--- config.mk ---
export PLATFORM = sky130hd
export DESIGN_NAME = pwm_position_sequencer_flat
export DESIGN_NICKNAME = d
export VERILOG_FILES = /design/src/rtl/pwm_pkg.sv /design/src/rtl/pwm_position_sequencer_if.sv /design/src/rtl/pwm_period_timer.sv /design/src/rtl/pwm_position_sequencer.sv /design/src/flat_wrapper.sv
export SDC_FILE = /design/constraint.sdc
export NUM_CORES = 1
export LEC_CHECK = 0
export ABC_AREA = 1
export CELL_PAD_IN_SITES_DETAIL_PLACEMENT = 0
export CELL_PAD_IN_SITES_GLOBAL_PLACEMENT = 1
export CORE_UTILIZATION = 39
export CTS_CLUSTER_SIZE = 30
export DETAILED_ROUTE_END_ITERATION = 10
export PLACE_DENSITY = 0.83
export SETUP_SLACK_MARGIN = 0.4
export SLEW_MARGIN = 20
export SYNTH_ARGS = -nofsm -noshare
export SYNTH_HDL_FRONTEND = slang
export SYNTH_SLANG_ARGS = --single-unit
export TNS_END_PERCENT = 1
--- constraint.sdc ---
create_clock -name CLK -period 6 [get_ports CLK]
set_input_delay 0.9 -clock CLK [delete_from_list [all_inputs] [get_ports CLK]]
set_output_delay 0.9 -clock CLK [all_outputs]
set_load 0.01 [all_outputs]
--- src/rtl/pwm_pkg.sv ---
// Shared widths, timing constants and state encoding for the PWM position sequencer.
package pwm_pkg;

   localparam int unsigned POS_W         = 10;
   localparam int unsigned PERIOD_CYCLES = 1 << POS_W;
   localparam int unsigned HOLD_PERIODS  = 4;

   typedef enum logic [1:0] {
      IDLE   = 2'd0,
      RAMP   = 2'd1,
      SETTLE = 2'd2
   } state_t;

endpackage

--- src/rtl/pwm_position_sequencer_if.sv ---
// Command handshake between a position source (master) and the sequencer (slave).
interface pwm_position_sequencer_if #(
   parameter int unsigned POS_W = pwm_pkg::POS_W
);

   logic             cmd_valid;
   logic             cmd_ready;
   logic [POS_W-1:0] cmd_pos;
   logic [POS_W-1:0] cmd_step;
   logic             cmd_abort;

   modport master (
      output cmd_valid,
      output cmd_pos,
      output cmd_step,
      output cmd_abort,
      input  cmd_ready
   );

   modport slave (
      input  cmd_valid,
      input  cmd_pos,
      input  cmd_step,
      input  cmd_abort,
      output cmd_ready
   );

endinterface

--- src/rtl/pwm_period_timer.sv ---
// Free-running PWM period counter; boundary_c marks the last cycle of a period and
// period_start pulses in the first cycle of the next. Shareable with the PWM generator.
module pwm_period_timer #(
   parameter int unsigned POS_W = pwm_pkg::POS_W
) (
   input  logic CLK,
   input  logic reset,
   output logic boundary_c,
   output logic period_start
);

   logic [POS_W-1:0] cnt;

   // Last count value of the period (2^POS_W - 1)
   assign boundary_c = (cnt == '1);

   // Counter wraps naturally; period_start follows the boundary by one edge
   always_ff @(posedge CLK or negedge reset) begin
      if (!reset) begin
         cnt          <= '0;
         period_start <= 1'b0;
      end else begin
         cnt          <= cnt + POS_W'(1);
         period_start <= boundary_c;
      end
   end

endmodule

--- src/rtl/pwm_position_sequencer.sv ---
// Sequences target positions into the PWM generator's Position input, ramping by a
// programmable step only at period boundaries, then holding before signalling done.
module pwm_position_sequencer #(
   parameter int unsigned POS_W        = pwm_pkg::POS_W,
   parameter int unsigned HOLD_PERIODS = pwm_pkg::HOLD_PERIODS
) (
   input  logic                    CLK,
   input  logic                    reset,
   pwm_position_sequencer_if.slave cmd,
   output logic [POS_W-1:0]        pos_out,
   output logic                    period_start,
   output logic                    busy,
   output logic                    done
);

   import pwm_pkg::*;

   localparam int unsigned HOLD_W = $clog2(HOLD_PERIODS + 1);

   state_t            state_q;
   state_t            state_d;
   logic [POS_W-1:0]  target_q;
   logic [POS_W-1:0]  target_d;
   logic [POS_W-1:0]  step_q;
   logic [POS_W-1:0]  step_d;
   logic [POS_W-1:0]  pos_d;
   logic [HOLD_W-1:0] hold_q;
   logic [HOLD_W-1:0] hold_d;
   logic              done_d;
   logic              boundary_c;
   logic [POS_W-1:0]  gap_c;
   logic [POS_W-1:0]  delta_c;
   logic [POS_W-1:0]  ramp_pos_c;

   pwm_period_timer #(
      .POS_W (POS_W)
   ) u_timer (
      .CLK          (CLK),
      .reset        (reset),
      .boundary_c   (boundary_c),
      .period_start (period_start)
   );

   // Next ramp position: step clamped to the remaining gap, so it can never overshoot or wrap
   always_comb begin
      gap_c      = (target_q >= pos_out) ? (target_q - pos_out) : (pos_out - target_q);
      delta_c    = (step_q < gap_c) ? step_q : gap_c;
      ramp_pos_c = (target_q >= pos_out) ? (pos_out + delta_c) : (pos_out - delta_c);
   end

   // Next-state and next-output logic; abort takes priority over a coincident boundary
   always_comb begin
      state_d  = state_q;
      pos_d    = pos_out;
      target_d = target_q;
      step_d   = step_q;
      hold_d   = hold_q;
      done_d   = 1'b0;
      case (state_q)
         IDLE: begin
            if (cmd.cmd_valid && cmd.cmd_ready) begin
               target_d = cmd.cmd_pos;
               step_d   = (cmd.cmd_step == '0) ? POS_W'(1) : cmd.cmd_step;
               state_d  = RAMP;
            end
         end
         RAMP: begin
            if (cmd.cmd_abort) begin
               state_d = IDLE;
            end else if (boundary_c) begin
               pos_d = ramp_pos_c;
               if (ramp_pos_c == target_q) begin
                  state_d = SETTLE;
                  hold_d  = '0;
               end
            end
         end
         SETTLE: begin
            if (cmd.cmd_abort) begin
               state_d = IDLE;
            end else if (boundary_c) begin
               if (hold_q == HOLD_W'(HOLD_PERIODS - 1)) begin
                  done_d  = 1'b1;
                  state_d = IDLE;
               end else begin
                  hold_d = hold_q + HOLD_W'(1);
               end
            end
         end
         default: begin
            state_d = IDLE;
         end
      endcase
   end

   // State and registered outputs; ready/busy track the upcoming state
   always_ff @(posedge CLK or negedge reset) begin
      if (!reset) begin
         state_q       <= IDLE;
         pos_out       <= '0;
         target_q      <= '0;
         step_q        <= POS_W'(1);
         hold_q        <= '0;
         done          <= 1'b0;
         busy          <= 1'b0;
         cmd.cmd_ready <= 1'b1;
      end else begin
         state_q       <= state_d;
         pos_out       <= pos_d;
         target_q      <= target_d;
         step_q        <= step_d;
         hold_q        <= hold_d;
         done          <= done_d;
         busy          <= (state_d != IDLE);
         cmd.cmd_ready <= (state_d == IDLE);
      end
   end

endmodule

--- src/flat_wrapper.sv ---
// flat-port wrapper written by rule: the top's interface ports become plain ports
module pwm_position_sequencer_flat import pwm_pkg::*;
#(
   parameter int unsigned POS_W        = pwm_pkg::POS_W,
   parameter int unsigned HOLD_PERIODS = pwm_pkg::HOLD_PERIODS
)
  (CLK, reset, pos_out, period_start, busy, done, cmd_cmd_valid, cmd_cmd_pos, cmd_cmd_step, cmd_cmd_abort, cmd_cmd_ready);
  pwm_position_sequencer_if #(.POS_W(POS_W)) cmd_i ();
  input  logic CLK;
  input  logic reset;
  output logic [POS_W-1:0] pos_out;
  output logic period_start;
  output logic busy;
  output logic done;
  input wire logic [$bits(cmd_i.cmd_valid)-1:0] cmd_cmd_valid;
  input wire logic [$bits(cmd_i.cmd_pos)-1:0] cmd_cmd_pos;
  input wire logic [$bits(cmd_i.cmd_step)-1:0] cmd_cmd_step;
  input wire logic [$bits(cmd_i.cmd_abort)-1:0] cmd_cmd_abort;
  output wire logic [$bits(cmd_i.cmd_ready)-1:0] cmd_cmd_ready;
  assign cmd_i.cmd_valid = cmd_cmd_valid;
  assign cmd_i.cmd_pos = cmd_cmd_pos;
  assign cmd_i.cmd_step = cmd_cmd_step;
  assign cmd_i.cmd_abort = cmd_cmd_abort;
  assign cmd_cmd_ready = cmd_i.cmd_ready;
  pwm_position_sequencer #(.POS_W(POS_W), .HOLD_PERIODS(HOLD_PERIODS)) u_core (.CLK(CLK), .reset(reset), .cmd(cmd_i), .pos_out(pos_out), .period_start(period_start), .busy(busy), .done(done));
endmodule
-- Word level (Yosys, flattened, before mapping)
Index checks and enable logic that the tools add are counted.
- output and inout bits: 14
- word-level logic and storage cells: 62
- input bits: 24
- bits in registers: 49
- equality and inequality tests: 11
- magnitude comparators: 2
- add/sub/neg operators: 6
- multiplexer cells: 23
- bitwise logic cells: 1
- reductions and logical operators: 9
- operators by type and width (operator ; count):
    two-way mux 10 bit ; 4
    subtractor 10 bit ; 3
    two-way mux 3 bit ; 6
    two-way mux 2 bit ; 7
    adder 10 x 1 -> 10 bit (second input constant) ; 1
    adder 10 bit ; 1
    equality test 10 bit ; 1
    equality test 10 bit (second input constant) ; 1
    greater-or-equal comparator 10 bit ; 1
    logical NOT 10 bit ; 1
    less-than comparator 10 bit ; 1
    != test 2 bit (second input constant) ; 5
    AND reduction 7 bit ; 1
    one-hot mux 2 bit (3 select lines) ; 1
    one-hot mux 3 bit (2 select lines) ; 1
    logical NOT 2 bit ; 2
    two-way mux 1 bit ; 4
    nonzero test 2 bit ; 2
    adder 3 x 1 -> 3 bit (second input constant) ; 1
    equality test 3 x 2 -> 1 bit (second input constant) ; 1
    AND reduction 3 bit ; 1
    equality test 2 x 1 -> 1 bit (second input constant) ; 1
    equality test 2 bit (second input constant) ; 1
    != test 2 x 1 -> 1 bit (second input constant) ; 1
    other kinds (3) ; 3

-- Depth between registers and ports, before layout
Gate-level depths: netlist of run 1.
- depth in word-level cells: 12
- depth in mapped cells: 47

-- Modules after synthesis
Synthesis of run 1 repeated with hierarchy kept, for this count alone.
- cell total of the unflattened synthesis: 546
- area, all modules: 4154.0 um^2
- modules (own cells, without submodules) (module ; area each (um^2) ; seq. area each (um^2) ; cells each ; times used):
    pwm_position_sequencer ; 3659.8 ; 953.4 ; 491 ; 1
    pwm_period_timer ; 494.2 ; 275.3 ; 55 ; 1

-- Worst setup path after synthesis of run 1
Ideal clock, no wire load.
- kind: reg2reg
- from: register u_core.pos_out[1]
- to: register u_core.hold_q[1]
- stages on the path, launching flop included: 39
- data arrival time: 5.823 ns
- path buffers: 2
- path slack: 0.064 ns
- path through: dfrtp_1 -> inv_1 -> fa_1 -> nand3_1 -> nand3_2 -> nand2_2 -> nand2_4 -> inv_1 -> buf_4 -> nand2_1 -> nand2_1 -> xor2_1 -> ha_1 -> a21oi_1 -> nor3_1 -> a211oi_2 -> nand2_4 -> buf_8 -> [3 not listed] -> or2_2 -> nand2_1 -> inv_1 -> ha_1 -> inv_1 -> nor3_1 -> a21oi_1 -> or2_2 -> o21ai_0 -> xor2_1 -> or2_2 -> nand4_1 -> nor2_1 -> nand3_2 -> nand2_2 -> nand2_1 -> nand2_1 -> inv_1
- cells in the longest elaborated chain, start to end: 9
- elaborated cells between the ends (all ways): 12
- those cells by class: add/sub: 4; order compare: 2; eq/ne: 2; mux: 3; reduce/logical: 1
- ends and longest elaborated chain (item ; RTL line ; source):
    from (decl) ; pwm_position_sequencer.sv:10 ; output logic [POS_W-1:0] pos_out,
    from (signal assigned) ; pwm_position_sequencer.sv:109 ; pos_out <= pos_d;
    subtractor 10 bit or greater-or-equal comparator 10 bit (tied branches) ; pwm_position_sequencer.sv:46, pwm_position_sequencer.sv:48 ;
    two-way mux 10 bit ; pwm_position_sequencer.sv:46 ; gap_c = (target_q >= pos_out) ? (target_q - pos_out) : (pos_out - target_q);
    less-than comparator 10 bit ; pwm_position_sequencer.sv:47 ; delta_c = (step_q < gap_c) ? step_q : gap_c;
    two-way mux 10 bit ; pwm_position_sequencer.sv:47 ;
    subtractor 10 bit or adder 10 bit (tied branches) ; pwm_position_sequencer.sv:48 ; ramp_pos_c = (target_q >= pos_out) ? (pos_out + delta_c) : (pos_out - delta_c);
    two-way mux 10 bit (*) ; pwm_position_sequencer.sv:48 ;
    equality test 10 bit (*) ; pwm_position_sequencer.sv:72 ; if (ramp_pos_c == target_q) begin
    != test 2 x 1 -> 1 bit (no source line) (*) ; - ;
    AND reduction 7 bit (no source line) (*) ; - ;
    to (signal assigned) ; pwm_position_sequencer.sv:112 ; hold_q <= hold_d;
    to (decl) ; pwm_position_sequencer.sv:27 ; logic [HOLD_W-1:0] hold_q;
Mark *: on every way between the ends. The rest lies on a longest branch, timed or not.
A chain may end at the register's enable or synchronous reset.

-- Final worst setup path of run 1
- from: register u_core.target_q[0]
- to: register u_core.hold_q[2]
- cells in the longest elaborated chain, start to end: 9
- elaborated cells between the ends (all ways): 12
- those cells by class: add/sub: 4; order compare: 2; eq/ne: 2; mux: 3; reduce/logical: 1
- ends and longest elaborated chain (item ; RTL line ; source):
    from (decl) ; pwm_position_sequencer.sv:22 ; logic [POS_W-1:0] target_q;
    from (signal assigned) ; pwm_position_sequencer.sv:110 ; target_q <= target_d;
    subtractor 10 bit or greater-or-equal comparator 10 bit (tied branches) ; pwm_position_sequencer.sv:46, pwm_position_sequencer.sv:48 ;
    two-way mux 10 bit ; pwm_position_sequencer.sv:46 ;
    less-than comparator 10 bit ; pwm_position_sequencer.sv:47 ;
    two-way mux 10 bit ; pwm_position_sequencer.sv:47 ;
    subtractor 10 bit or adder 10 bit (tied branches) ; pwm_position_sequencer.sv:48 ;
    two-way mux 10 bit ; pwm_position_sequencer.sv:48 ;
    equality test 10 bit (*) ; pwm_position_sequencer.sv:72 ;
    != test 2 x 1 -> 1 bit (no source line) (*) ; - ;
    AND reduction 7 bit (no source line) (*) ; - ;
Marked as above.

==> results of run 1 <==
==> critical path: cells and delay by family (launching register included) <==
kind            cells  cell delay, ns
simple gates       21            2.49
fa+ha+maj           5            1.30
buf+inv             8            0.61
compound gates      4            0.59
flops               1            0.42
xor+xnor            2            0.39
==> synthesized netlist by cell type, types with 2 or more instances <==
cell type  number  area (µm²)
buf_4           2        15.0
nand2_1       129         484
nand4_1         4        25.0
nand2_2        20         125
clkbuf_1        6        22.5
nand3_1        21         105
nand3b_1        7        52.6
o21bai_1        6        45.0
a21oi_1        37         185
nor2_2          2        12.5
nor4_1          2        12.5
dfrtp_1        47        1180
a21o_1          2        15.0
inv_1          84         315
nand2_4         3        33.8
fa_1            3        60.1
xor2_1         22         193
nor3_1          7        35.0
inv_2           4        15.0
ha_1           41         513
dfstp_2         2        52.6
nand3_2         3        30.0
nor3b_1         2        15.0
or2_2           4        25.0
nor2_1         38         143
xnor2_1        10        87.6
o21ai_0        30         150
==> flip-flops by register name, indices dropped and copies added (netlist names) <==
signal / cells
u_core.u_timer.cnt: 10
u_core.pos_out: 10
u_core.target_q: 10
u_core.busy: 1
u_core.state_q: 2
u_core.done: 1
u_core.cmd.cmd_ready: 1
u_core.u_timer.period_start: 1
u_core.step_q: 10
u_core.hold_q: 3
==> metal layers <==
layer / GRT usage [%] / wire length, µm / vias to the layer above
met4: 5.92 / 192 / 0
met1: 26.5 / 5050 / 1850
li1: - / - / 1976
met2: 40.0 / 5850 / 53
met3: 3.13 / 339 / 18
met5: 0 / 0 / -
==> final timing paths <==
| kind | slack (ns) | end | from |
|---|---|---|---|
| setup reg to reg | 0.05 | u_core.hold_q[2] | u_core.target_q[0] |
| max in group asynchronous | 4.85 | u_core.pos_out[6] | reset |
| hold / removal | 0.45 | u_core.u_timer.cnt[0] | u_core.u_timer.cnt[0] |
| hold reg to reg | 0.45 | u_core.u_timer.cnt[0] | u_core.u_timer.cnt[0] |
| setup / recovery | 0.05 | u_core.hold_q[2] | u_core.target_q[0] |
| min in group asynchronous | 0.64 | u_core.pos_out[1] | reset |
==> through the flow <==
stage / setup TNS, ns / instance area (µm²) / cells / hold WS, ns
after floorplan: 0 / 4160 / 552 / 0.423
after global placement: -0.422 / 5060 / 772 / 0.435
after detailed placement: -0.461 / 5060 / 772 / 0.444
after CTS: 0 / 5470 / 799 / 0.460
after global routing: -1.90 / 5700 / 807 / 0.478
final: 0 / 5700 / 807 / 0.454
==> cell type report <==
| class | instances | area, µm² | area share, % |
|---|---|---|---|
| clock buffer | 5 | 68.8 | 1.21 |
| clock inverter | 3 | 28.8 | 0.505 |
| inverter | 88 | 340 | 5.98 |
| timing repair buffer | 121 | 1020 | 17.9 |
| sequential | 49 | 1230 | 21.7 |
| multi-input combinational | 405 | 2840 | 49.8 |
| tap | 136 | 170 | 2.99 |
==> timing repair <==
| item | CTS | global route |
|---|---|---|
| setup endpoints to repair | 7 | 10 |
| resized for setup | 37 | 36 |
| setup buffers | 19 | 8 |
| pin swaps | 31 | 36 |
==> logic make-up after synthesis <==
kind of cell	count (synthesis)	synth area share (%)
and+or+nand+nor	243	27.2
DFF	49	30.1
AOI/OAI and AO/OA	83	11.4
adders and majority gates	44	14.0
buffers and inverters	98	9.49
xor gates and xnor gates	34	7.65
muxes	1	0.245
==> results.py, run 1 <==
metrics = {
    "status": {
        "outcome": "completed",
    },
    "yosys": {
        "synth_edf_count": 0,
        "syn-num-nets": 620,
        "synthDistinctLibCells": 41,
        "synth_ff_type": "dfrtp_1",
        "syn_avg_cell_area_um2": 7.40,
        "netlist_area_um2": 4090,
        "ys_ff_latch": 49,
        "yosys_warnings": 0,
        "yosysSeqAreaShare_pct": 30.1,
        "synth-async-reset-ratio_pct": 100,
        "syn_inst": 552,
    },
    "final_layout": {
        "nFillCells": 997,
        "antenna_cells": 0,
        "final_cell_mix": "nand2_1 (117), inv_1 (78), buf_4 (78), dfrtp_1 (43), clkdlybuf4s50_1 (36)",
        "finalNetCount": 738,
        "drive_above_1_share_pct": 29.2,
        "area_growth_syn_to_layout_pct": 39.4,
        "layout_commonest_cell": "nand2_1",
        "fin_util_pct": 55.7,
    },
    "worst_setup_path": {
        "critPathRequiredTime_ns": 6.22,
        "crit_path_start_kind": "flip-flop",
        "arrival_ns": 6.17,
        "cp_slowest_cell": "dfrtp_1",
        "critPathMaxFanout": 7,
        "r2r_cells": 40,
        "critPathKind": "reg -> reg",
        "cp-end-kind": "flip-flop",
        "cp_common_cell": "nand2_4",
        "max_stage_delay_ns": 0.42,
    },
    "die": {
        "initial_core_util_pct": 39.9,
        "die_area_um2": 10900,
        "num_rows": 37,
        "die_y_um": 104,
        "die_w_um": 104,
        "core_um2": 10200,
        "ios": 38,
    },
    "place": {
        "portBuffers": 37,
        "dp_hpwl_um": 8690,
        "place_congestion": 0.868,
        "dp_slack_ns": -0.157,
    },
    "global_route": {
        "gr-total-overflow": 0,
        "grt_pass1_vias": 4124,
        "grtUsageTotal_pct": 21.9,
        "grt_pass1_wl_um": 19200,
        "antenna_found_initial": 0,
        "grt_max_degree": 50,
    },
    "clocking": {
        "htreeDepth": 2,
        "ctsRootBufferMaster": "clkbuf_8",
        "clk-insertion-delay-late_ns": 0.34,
        "clockBufferDepth": 2,
        "cts.sinks": 49,
        "cts_hold_buffers": 0,
        "numCtsBuffers": 5,
        "cts_tree": "yes",
        "clk_pin_slew_ns": 0.10,
    },
    "sta": {
        "layout_setup_ws_ns": 0.0537,
        "post-route-period-util_pct": 99.1,
        "maxSlewViolCount": 0,
        "worst_pin_slew_ns": 0.670,
        "slew_headroom_pct": 55.2,
        "fin_crit_ns": 5.95,
        "rsz0062_at_grt": "yes",
        "timing.fmax_mhz": 168,
        "finalHoldViolations": 0,
        "finClkSkew_ns": 0.0242,
        "setup_viol": 0,
    },
    "route": {
        "drcViolationCount": 0,
        "wl_per_cell_um": 14.2,
        "initialDrtViolationCount": 184,
        "antenna_left": 0,
        "wirelength_um": 11400,
        "viasPerCell": 4.83,
        "drt_pre_antenna_iters": 4,
        "vias": 3897,
    },
    "hold_path": {
        "min_delay_path_depth": 1,
        "hp-class": "reg -> reg",
    },
    "flow_run": {
        "cap_violations": 0,
    },
}
Power of run 1 is not shown: default switching activity piles up to over one toggle a cycle in this logic, so the estimate is an artifact.
==> inputs of run 2 (changes only) <==
--- a/config.mk
+++ b/config.mk
@@ -10,7 +10,7 @@
 export CELL_PAD_IN_SITES_GLOBAL_PLACEMENT = 1
 export CORE_UTILIZATION = 39
-export CTS_CLUSTER_SIZE = 30
+export CTS_CLUSTER_SIZE = 16
 export DETAILED_ROUTE_END_ITERATION = 10
-export PLACE_DENSITY = 0.83
+export PLACE_DENSITY = 0.75
 export SETUP_SLACK_MARGIN = 0.4
 export SLEW_MARGIN = 20
==> constraint.sdc (replaced) <==
create_clock -name CLK -period 6 [get_ports CLK]
set_input_delay 1.2 -clock CLK [delete_from_list [all_inputs] [get_ports CLK]]
set_output_delay 1.2 -clock CLK [all_outputs]
set_load 0.01 [all_outputs]
==> results.py, run 2 (synthesis results as in run 1) <==
metrics = {
    "status": {
        "outcome": "completed",
    },
    "sta": {
        "post-route-period-util_pct": 98.0,
        "fin_crit_ns": 5.88,
        "layout_setup_ws_ns": 0.118,
        "timing.fmax_mhz": 170,
        "finalHoldViolations": 0,
        "setup_viol": 0,
        "fin_tns_setup_ns": 0,
        "worst_pin_slew_ns": 0.664,
        "slew_headroom_pct": 55.6,
        "maxSlewViolCount": 0,
        "finClkSkew_ns": 0.0136,
        "rsz0062_at_grt": "yes",
    },
    "final_layout": {
        "layout_commonest_cell": "nand2_1",
        "finalNetCount": 746,
        "final_cell_area_um2": 5900,
        "drive_above_1_share_pct": 31.7,
        "final_cell_mix": "nand2_1 (118), buf_4 (86), inv_1 (75), dfrtp_1 (44), clkdlybuf4s50_1 (36)",
        "antenna_cells": 0,
        "area_growth_syn_to_layout_pct": 44.3,
        "fin_util_pct": 57.6,
        "nFillCells": 931,
    },
    "clocking": {
        "clk_pin_slew_ns": 0.10,
        "htreeDepth": 2,
        "ctsRootBufferMaster": "clkbuf_8",
        "cts_tree": "yes",
        "cts.sinks": 49,
        "clk-insertion-delay-late_ns": 0.32,
        "numCtsBuffers": 5,
        "clockBufferDepth": 2,
    },
    "place": {
        "place_congestion": 0.875,
        "dpl_cell_area_um2": 5100,
        "portBuffers": 37,
        "dp_slack_ns": -0.123,
        "dp_hpwl_um": 8490,
    },
    "global_route": {
        "antenna_found_initial": 0,
        "gr-total-overflow": 0,
        "grt_max_degree": 50,
        "grtUsageTotal_pct": 21.5,
        "grt_pass1_vias": 3915,
        "grt_pass1_wl_um": 18500,
    },
    "worst_setup_path": {
        "crit_path_start_kind": "flip-flop",
        "reg2reg_slack_ns": 0.12,
        "cp-end-kind": "flip-flop",
        "reg2reg_to": "u_core.busy",
        "cp_common_cell": "nand2_2",
        "cp_slowest_cell": "dfrtp_1",
        "critPathKind": "reg -> reg",
        "r2r_cells": 41,
        "critPathRequiredTime_ns": 6.22,
        "max_stage_delay_ns": 0.44,
        "r2r-start": "u_core.pos_out[0]",
        "critPathMaxFanout": 7,
        "arrival_ns": 6.10,
    },
    "hold_path": {
        "hp-class": "reg -> reg",
        "min_delay_path_depth": 1,
        "min_from": "u_core.u_timer.cnt[0]",
        "hold_end": "u_core.u_timer.cnt[0]",
    },
    "route": {
        "wl_per_cell_um": 13.9,
        "vias": 3923,
        "viasPerCell": 4.81,
        "highest_layer": "met4",
        "wirelength_um": 11300,
        "route.met2.wl_um": 5740,
        "wl_met1_um": 5020,
        "antenna_left": 0,
        "met3_length_um": 359,
        "drt_pre_antenna_iters": 4,
        "drcViolationCount": 0,
        "initialDrtViolationCount": 134,
    },
    "die": {
        "ios": 38,
        "die_area_um2": 10900,
        "die_w_um": 104,
        "num_rows": 37,
        "core_um2": 10200,
        "die_y_um": 104,
        "initial_core_util_pct": 39.9,
    },
    "flow_run": {
        "cap_violations": 0,
    },
}
-- run 2: cell count changes in the layout (fill, tap and decap cells not counted), moves of 2 or more --
cell / delta
inv_4: -3
xnor2_1: -2
nand3_2: +2
nor3_1: -2
inv_2: +6
nor3_4: +2
nand3_1: -3
buf_4: +8
bufinv_16: +2
inv_1: -3
xor2_1: -2
-- run 2: area by class of cell --
type | instances | area [µm²] | share of cell area (%)
inverter | 88 | 333 | 5.65
clock buffer | 5 | 68.8 | 1.17
tap | 136 | 170 | 2.89
multi-input combinational | 405 | 2950 | 50.0
sequential | 49 | 1230 | 20.9
clock inverter | 3 | 65.1 | 1.10
timing repair buffer | 129 | 1080 | 18.3
-- run 2: worst max-delay path: cells and delay by family (launching register included) --
kind	cells	cell delay, ns
AOI/OAI and AO/OA	3	0.32
xor gates and xnor gates	3	0.54
adders and majority gates	4	1.18
buffers and inverters	8	0.85
DFF	1	0.44
and+or+nand+nor	23	2.43
-- run 2: what timing repair did --
item                                    CTS  global route
buffers inserted                         22             7
endpoints found under the setup margin    8             9
resized for setup                        40            47
hold buffers                              0             0
pin swaps                                30            42
-- run 2: layer usage --
metal,GRT usage (%),up-vias
met3,3.13,16
li1,-,1995
met5,0,-
met4,6.12,0
met1,27.0,1857
met2,38.0,55
-- run 2: worst max path at each step --
| stage | from | endpoint | slack [ns] | cells after the start |
|---|---|---|---|---|
| CTS | u_core.pos_out[0] | u_core.hold_q[1] | 0.24 | 44 |
| floorplan | u_core.target_q[0] | u_core.hold_q[1] | 0.32 | 41 |
| global route | u_core.pos_out[0] | u_core.busy | -0.22 | 42 |
| global placement | u_core.target_q[2] | u_core.busy | -0.14 | 41 |
| detailed placement | u_core.target_q[2] | u_core.hold_q[2] | -0.12 | 41 |
| finish | u_core.pos_out[0] | u_core.busy | 0.12 | 41 |
-- run 2: per-stage QoR --
step	std cells	hold WS (ns)
floorplan	552	0.423
global route	815	0.467
finish	815	0.452
CTS	808	0.457
detailed placement	778	0.442
global placement	778	0.434
Power of run 2 is left out for the same reason.
==> inputs of run 3 (changes only) <==
- ABC_CLOCK_PERIOD_IN_PS: not set -> 6000
==> results of run 3 <==
The final DEF is identical to that of run 2; final timing and power are the same.
Power of run 3 is left out for the same reason.
